$ cat config.mk
export PLATFORM = sky130hd
export DESIGN_NAME = uart_rx_cfg
export DESIGN_NICKNAME = d
export VERILOG_FILES = /design/src/rtl/uart_rx_cfg.sv
export SDC_FILE = /design/constraint.sdc
export NUM_CORES = 1
export LEC_CHECK = 0
export ABC_AREA = 1
export BUFFER_PORTS_ARGS = -buffer_cell sky130_fd_sc_hd__clkbuf_2
export CORE_MARGIN = 4
export CORE_UTILIZATION = 57
export CTS_CLUSTER_SIZE = 24
export DETAILED_ROUTE_END_ITERATION = 10
export PLACE_DENSITY = 0.75
export SKIP_LAST_GASP = 1
export SLEW_MARGIN = 10
export SYNTH_ARGS = -nofsm -noshare
export SYNTH_HDL_FRONTEND = slang
export SYNTH_SLANG_ARGS = --single-unit
$ cat constraint.sdc
create_clock -name clk -period 3.1 [get_ports clk]
set_input_delay 0.465 -clock clk [delete_from_list [all_inputs] [get_ports clk]]
set_output_delay 0.465 -clock clk [all_outputs]
set_load 0.005 [all_outputs]
$ cat src/rtl/uart_rx_cfg.sv
// Configurable UART receiver: 2-flop synchroniser, 3-sample majority voting,
// parity/framing/break detection, and a show-ahead receive FIFO.
module uart_rx_cfg #(
  parameter int FREQUENCY  = 10_000_000,
  parameter int BAUD_RATE  = 9600,
  parameter int DATA_BITS  = 8,
  parameter int PARITY     = 0,
  parameter int STOP_BITS  = 1,
  parameter int FIFO_DEPTH = 4
) (
  input  logic                             clk,
  input  logic                             reset_n,
  input  logic                             rx_serial,
  output logic [DATA_BITS-1:0]             rx_data,
  output logic                             rx_parity_err,
  output logic                             rx_frame_err,
  output logic                             rx_break,
  output logic                             rx_valid,
  input  logic                             rx_ready,
  output logic                             rx_overflow,
  input  logic                             clear_overflow,
  output logic                             rx_busy,
  output logic [$clog2(FIFO_DEPTH+1)-1:0]  fifo_count
);

  localparam int CLKS_PER_BIT = FREQUENCY / BAUD_RATE;
  localparam int MID = (CLKS_PER_BIT - 1) / 2;
  localparam int CW  = $clog2(CLKS_PER_BIT);
  localparam int BW  = $clog2(DATA_BITS);
  localparam int EW  = DATA_BITS + 3;
  localparam int PW  = $clog2(FIFO_DEPTH);
  localparam int NW  = $clog2(FIFO_DEPTH + 1);

  localparam logic [CW-1:0] SAMP0    = CW'(MID - 1);
  localparam logic [CW-1:0] SAMP1    = CW'(MID);
  localparam logic [CW-1:0] SAMP2    = CW'(MID + 1);
  localparam logic [CW-1:0] CNT_LAST = CW'(CLKS_PER_BIT - 1);
  localparam logic [BW-1:0] BIT_LAST = BW'(DATA_BITS - 1);
  localparam logic          STOP_LAST = 1'(STOP_BITS - 1);
  localparam logic [NW-1:0] DEPTH_N  = NW'(FIFO_DEPTH);

  typedef enum logic [2:0] {ST_IDLE, ST_START, ST_DATA, ST_PAR, ST_STOP, ST_HOLD} state_t;

  logic                 sync1_q, sync2_q;
  state_t               state_q, state_d;
  logic [CW-1:0]        cnt_q, cnt_d;
  logic [BW-1:0]        bit_idx_q, bit_idx_d;
  logic                 stop_idx_q, stop_idx_d;
  logic [1:0]           samp_q, samp_d;
  logic [DATA_BITS-1:0] data_q, data_d;
  logic                 par_q, par_d;
  logic                 ferr_q, ferr_d;
  logic [EW-1:0]        mem_q [FIFO_DEPTH];
  logic [PW-1:0]        wr_ptr_q, rd_ptr_q;
  logic [NW-1:0]        count_q, count_d;
  logic                 ovf_q, ovf_d;

  logic s, maj, at_end, push;
  logic ferr_now, perr_now, brk_now;
  logic full, do_push, do_pop, ovf_evt;
  logic [EW-1:0] entry, head;

  assign s      = sync2_q;
  assign maj    = (samp_q[0] & samp_q[1]) | (samp_q[0] & s) | (samp_q[1] & s);
  assign at_end = (cnt_q == CNT_LAST);

  // Status of the character as it stands at the final stop-bit sample.
  assign ferr_now = ferr_q | ~maj;
  assign perr_now = (PARITY == 0) ? 1'b0 :
                    (PARITY == 2) ? (^{data_q, par_q}) : ~(^{data_q, par_q});
  assign brk_now  = ferr_now && (data_q == '0) && ((PARITY == 0) || !par_q);
  assign entry    = {brk_now, ferr_now, perr_now, data_q};

  always_comb begin
    state_d    = state_q;
    cnt_d      = at_end ? '0 : cnt_q + CW'(1);
    bit_idx_d  = bit_idx_q;
    stop_idx_d = stop_idx_q;
    samp_d     = samp_q;
    data_d     = data_q;
    par_d      = par_q;
    ferr_d     = ferr_q;
    push       = 1'b0;
    if (cnt_q == SAMP0) samp_d[0] = s;
    if (cnt_q == SAMP1) samp_d[1] = s;
    case (state_q)
      ST_IDLE: begin
        cnt_d = '0;
        if (!s) state_d = ST_START;
      end
      ST_START: begin
        bit_idx_d  = '0;
        stop_idx_d = 1'b0;
        ferr_d     = 1'b0;
        if (cnt_q == SAMP2 && maj) state_d = ST_IDLE;
        else if (at_end)           state_d = ST_DATA;
      end
      ST_DATA: begin
        if (cnt_q == SAMP2) data_d = {maj, data_q[DATA_BITS-1:1]};
        if (at_end) begin
          if (bit_idx_q == BIT_LAST) state_d = (PARITY != 0) ? ST_PAR : ST_STOP;
          else                       bit_idx_d = bit_idx_q + BW'(1);
        end
      end
      ST_PAR: begin
        if (cnt_q == SAMP2) par_d = maj;
        if (at_end) state_d = ST_STOP;
      end
      ST_STOP: begin
        if (cnt_q == SAMP2) begin
          ferr_d = ferr_now;
          // Commit mid-bit so the next start edge can be caught promptly.
          if (stop_idx_q == STOP_LAST) begin
            push    = 1'b1;
            state_d = s ? ST_IDLE : ST_HOLD;
          end
        end
        if (at_end) stop_idx_d = 1'b1;
      end
      ST_HOLD: begin
        cnt_d = '0;
        if (s) state_d = ST_IDLE;
      end
      default: state_d = ST_IDLE;
    endcase
  end

  assign full    = (count_q == DEPTH_N);
  assign rx_valid = (count_q != '0);
  assign do_pop  = rx_valid && rx_ready;
  assign do_push = push && (!full || do_pop);
  assign ovf_evt = push && full && !do_pop;
  assign count_d = count_q + NW'(do_push) - NW'(do_pop);
  assign ovf_d   = (ovf_q && !clear_overflow) || ovf_evt;

  always_ff @(posedge clk or negedge reset_n) begin
    if (!reset_n) begin
      sync1_q    <= 1'b1;
      sync2_q    <= 1'b1;
      state_q    <= ST_IDLE;
      cnt_q      <= '0;
      bit_idx_q  <= '0;
      stop_idx_q <= 1'b0;
      samp_q     <= '0;
      data_q     <= '0;
      par_q      <= 1'b0;
      ferr_q     <= 1'b0;
      wr_ptr_q   <= '0;
      rd_ptr_q   <= '0;
      count_q    <= '0;
      ovf_q      <= 1'b0;
    end else begin
      sync1_q    <= rx_serial;
      sync2_q    <= sync1_q;
      state_q    <= state_d;
      cnt_q      <= cnt_d;
      bit_idx_q  <= bit_idx_d;
      stop_idx_q <= stop_idx_d;
      samp_q     <= samp_d;
      data_q     <= data_d;
      par_q      <= par_d;
      ferr_q     <= ferr_d;
      if (do_push) wr_ptr_q <= wr_ptr_q + PW'(1);
      if (do_pop)  rd_ptr_q <= rd_ptr_q + PW'(1);
      count_q    <= count_d;
      ovf_q      <= ovf_d;
    end
  end

  // Storage needs no reset: the head is masked while the FIFO is empty.
  always_ff @(posedge clk) begin
    if (do_push) mem_q[wr_ptr_q] <= entry;
  end

  assign head          = mem_q[rd_ptr_q];
  assign rx_data       = rx_valid ? head[DATA_BITS-1:0] : '0;
  assign rx_parity_err = rx_valid & head[EW-3];
  assign rx_frame_err  = rx_valid & head[EW-2];
  assign rx_break      = rx_valid & head[EW-1];
  assign rx_overflow   = ovf_q;
  assign rx_busy       = (state_q != ST_IDLE);
  assign fifo_count    = count_q;

endmodule

# Word level (Yosys, flattened, before mapping)
# Memory sizes are Yosys's and may differ from the RTL's.
# Index checks and enable logic that the tools add are counted.
dict set report totals {
  ff_bits 39
  ramBits 40
  output_inout_bits 17
  memories 1
}
# name depth width read_ports rd_ports_with_merged_regs write_ports line
set memory_table {}
lappend memory_table {mem_q 4 10 1 0 1 53} ;# logic [EW-1:0] mem_q [FIFO_DEPTH];
dict set report classes {
  n_addsub 6
  n_eq_ne 21
  n_mux 26
  n_bitwise 10
  reduce_logical 24
}
# op n
set op_table {}
lappend op_table {{3-bit two-way mux} 12}
lappend op_table {{11-bit by 10-bit equality test with 1-bit output, second input constant} 3}
lappend op_table {{11-bit two-way mux} 2}
lappend op_table {{2-bit != test, second input constant} 9}
lappend op_table {{3-bit one-hot mux with 6 select lines} 1}
lappend op_table {{3-bit equality test, second input constant} 4}
lappend op_table {{11-bit by 1-bit adder with 11-bit output, second input constant} 1}
lappend op_table {{11-bit equality test, second input constant} 1}
lappend op_table {{8-bit zero test} 1}
lappend op_table {{8-bit two-way mux} 1}
lappend op_table {{8-bit AND reduction} 1}
lappend op_table {{1-bit logical AND} 7}
lappend op_table {{1-bit two-way mux} 7}
lappend op_table {{3-bit by 2-bit equality test with 1-bit output, second input constant} 2}
lappend op_table {{3-bit one-hot mux with 2 select lines} 1}
lappend op_table {{2-bit AND reduction} 3}
lappend op_table {{3-bit nonzero test} 2}
lappend op_table {{1-bit AND} 5}
lappend op_table {{2-bit by 1-bit adder with 2-bit output, second input constant} 2}
lappend op_table {{1-bit one-hot mux with 2 select lines} 2}
lappend op_table {{2-bit nonzero test} 2}
lappend op_table {{3-bit by 1-bit adder with 3-bit output} 1}
lappend op_table {{3-bit by 1-bit adder with 3-bit output, second input constant} 1}
lappend op_table {{3-bit by 1-bit equality test with 1-bit output, second input constant} 1}
lappend op_table {{other kinds (10)} 15}

# Depth between registers and ports, before layout
dict set report logic_depth {
  word_depth 7
  mapped_depth 13
  ltp_nobuf 13
}

# Least setup slack after synthesis
# Ideal clock, no wire load.
dict set report synth_timing {
  kind {register to register}
  start {reg cnt_q[1]}
  end {reg count_q[2], in the netlist fifo_count[2]}
  setup_ps 123
  t_arrival_ps 2130
  t_required_ps 2977
  slack_ps 847
  path_stages_with_launch 14
  n_path_buf 0
  period_less_slack_ps 2253
  cell_sequence {dfrtp_1 -> inv_1 -> ha_1 -> nand3_1 -> nor2_2 -> nand2_2 -> inv_4 -> nand4_4 -> ha_1 -> inv_1 -> ha_1 -> inv_1 -> fa_1 -> xnor2_1}
}
dict set report synth_between {
  elab_chain_cells 6
}
# element line
set synth_rtl {}
lappend synth_rtl {{start, declared} 46} ;# logic [CW-1:0] cnt_q, cnt_d;
lappend synth_rtl {{start signal, assigned} 156} ;# cnt_q <= cnt_d;
lappend synth_rtl {{11-bit by 10-bit equality test with 1-bit output} 110} ;# if (cnt_q == SAMP2) begin
lappend synth_rtl {{1-bit two-way mux} 110}
lappend synth_rtl {{1-bit two-way mux} 86} ;# case (state_q)
lappend synth_rtl {{1-bit logical AND} 131} ;# assign do_push = push && (!full || do_pop);
lappend synth_rtl {{3-bit by 1-bit adder with 3-bit output} 133} ;# assign count_d = count_q + NW'(do_push) - NW'(do_pop);
lappend synth_rtl {{3-bit by 1-bit subtractor with 3-bit output} 133}
lappend synth_rtl {{named net count_d[2]} 55} ;# logic [NW-1:0] count_q, count_d;
lappend synth_rtl {{end signal, assigned} 165} ;# count_q <= count_d;
lappend synth_rtl {{end, declared} 55}
# The timed path passes the listed nets, and every way through them passes these cells.
# A chain may end at the register's enable or synchronous reset.

# Worst setup path in the final report
# Same ends and word-level chain as after synthesis.

==> impl_metrics.toml <==
[yosys]
synth_fa_ha_area_frac = 0.0424
synth_mux_area_frac = 0
synth_top_family_by_area = "simple AND/OR/NAND/NOR gates"
synth_edf_count = 40
synthFlopType = "edfxtp_1"
synth_compound_area_frac = 0.0842
yosysWarnings = 0
yosys.area.top_type = "edfxtp_1"
synth_top_area_frac = 0.323
syn_area_um2 = 3710
synthTopCellsByCount = "nor2_1 (68), nand2_1 (47), edfxtp_1 (40)"
synthArstFlopShare = 0.494
syn_nets = 392
synth_simple_gate_area_frac = 0.208
ys_types = 41
syn_inst = 375
ys_seq_area_frac = 0.587
synth_area_leaders = "edfxtp_1 (32%), dfrtp_1 (25%), nor2_1 (6.9%)"
synth_area_per_cell_um2 = 9.91
synth_xor_area_frac = 0.0165
synthMostInstantiatedCell = "nor2_1"
synth_seq_cells = 79

[sta]
skew_ps = 7.98
setup-tns-final_ps = 0
slew_headroom = 0.360
setup_viol = 0
period_share = 0.793
slew_viol_final = 0
clock.fmax_mhz = 407
worst_pin_slew_ps = 960
rsz0062_at_grt = "no"
hold_violations = 0
period_minus_slack_ps = 2460

[critical_path]
worstPathArrival_ps = 2700
crit_slowest_cell = "dfrtp_1"
cp-start-kind = "flop"
criticalPathCategory = "flop to flop"
end_kind = "flop"
cpPeakStageDelay_ps = 380
crit_required_ps = 3350
crit_chain = "inv_1 > ha_1 > nand3_1 > nor2_2 > nand2_2 > inv_4 > nand4_4 > ha_1 > inv_1 > ha_1 > inv_1 > fa_1 > xnor2_1"
rr_worst_depth = 13
crit_fanout = 8

[cells_and_area]
antenna_cells = 0
drive_above_1_share = 0.196
multiInputGateArea_um2 = 1310
fin_nets = 420
area_growth_pct = 10.5
post-route-util = 0.647
seq_area_um2 = 2180
fillCellCount = 503

[floorplan]
die_y_um = 88.7
die_x_um = 88.7
fp.dieArea_um2 = 7870
io-pin-count = 22
row_count = 29
start_util = 0.585
coreArea_um2 = 6350

[power_and_ir_drop]
powerDensity_nw_per_um2 = 611
p_leak_nw = 1.84
p_total_mw = 2.51
vdd_ir_drop_max_mv = 0.399

[outcome]
status = "finished clean"

[worst_hold_path]
hp-class = "primary input to flop"
hold_path_depth = 1

[cts]
root_buffer = "clkbuf_8"
postCtsHoldBufs = 0
post_cts_resized = 0
clkLatencyLatePin_ps = 330
htreeDepth = 3
cts.sinks = 79
postCtsSetupRepairBufs = 0
cts_tree = "done"
cts_buffers = 9
clockBufferDepth = 2
clk_pin_slew_ps = 80

[route]
ant_nets = 0
wirelength_um = 6320
drt_iter0_drc = 128
drc = 0
via_per_inst = 5.18
wire_per_inst_um = 13.0
firstDrtPassIters = 4
vias = 2513

[placement]
place_hpwl_um = 4480
numPortBuffers = 20
gp_congestion = 0.815

[grt]
grt_pass1_vias = 2479
grt_pass1_wl_um = 11200
antenna_found_initial = 0
grt_max_degree = 40
gr-usage-all-layers = 0.184
overflow = 0

[flow_run]
cap_violations = 0
## per-layer routing
layer  routed length, µm  share of wire  track usage
met1                2840           0.45        0.240
met2                3260           0.52        0.312
met3                 156          0.025       0.0317
met4                  61         0.0097       0.0646
met5                   0              0            0
## worst max-delay path: cells and delay by family, from the launching register on
| kind | cells | cell delay (ps) |
|---|---|---|
| DFF | 1 | 380 |
| xor gates and xnor gates | 1 | 190 |
| buffers and inverters | 4 | 310 |
| and+or+nand+nor | 4 | 480 |
| adders and majority gates | 4 | 990 |
## registers in the layout, summed over array words and instances, names as in the netlist
name,count
mem_q,40
cnt_q,11
data_q,8
bit_idx_q,3
fifo_count,3
state_q,3
rd_ptr_q,2
samp_q,2
wr_ptr_q,2
ferr_q,1
rx_overflow,1
s,1
stop_idx_q,1
sync1_q,1
## through the flow
step	cells	setup WS, ps	instance area, µm²	hold slack (ps)
2_1_floorplan	375	847	3710	169
3_3_place_gp	469	747	3910	346
3_5_place_dp	469	613	3910	347
4_1_cts	485	600	4110	202
5_1_grt	485	394	4110	200
6_report	485	642	4110	218
## path summary, 6_finish.rpt
check | from | endpoint | slack, ps
max | cnt_q[1]$_DFF_PN0_ | fifo_count[2]$_DFF_PN0_ | 640
min | rx_serial | sync1_q$_DFF_PN1_ | 220
max reg2reg | cnt_q[1]$_DFF_PN0_ | fifo_count[2]$_DFF_PN0_ | 640
min reg2reg | sync1_q$_DFF_PN1_ | s$_DFF_PN1_ | 360
max in group asynchronous | reset_n | data_q[4]$_DFFE_PN0P_ | 2230
min in group asynchronous | reset_n | fifo_count[0]$_DFF_PN0_ | 280
## cells by family (layout without fill, tap and decap cells)
logic type | after synthesis | count (layout)
and+or+nand+nor | 166 | 166
DFF | 79 | 79
AOI/OAI and AO/OA | 55 | 55
buffers and inverters | 55 | 88
adders and majority gates | 12 | 12
xor gates and xnor gates | 7 | 7
other | 1 | 1
## power by group
| part | switching (mW) | total (mW) | internal (mW) |
|---|---|---|---|
| registers | 0.0762 | 1.21 | 1.13 |
| logic | 0.320 | 0.567 | 0.248 |
| clock network | 0.360 | 0.733 | 0.373 |
## placed cells by master (no fill, tap or decap), drive strengths merged, types with 2 or more instances in the layout
cell	count
clkinv	4
nor2	78
nor3b	3
clkbuf	29
nor4	4
nand2	52
nand3	20
xnor2	2
edfxtp	40
inv	47
nor3	4
dfstp	2
ha	11
a21oi	19
o21ai	31
buf	6
nand4	4
dfrtp	37
xor2	5
## area by class of cell
class	count	area share
multi-input cells	241	0.319
clock inverters	7	0.0177
repair buffers	26	0.0354
well taps	77	0.0235
clock buffers	9	0.0302
flip-flops and latches	79	0.531
inverters	46	0.0433
Power figures use the tool's default switching activity.
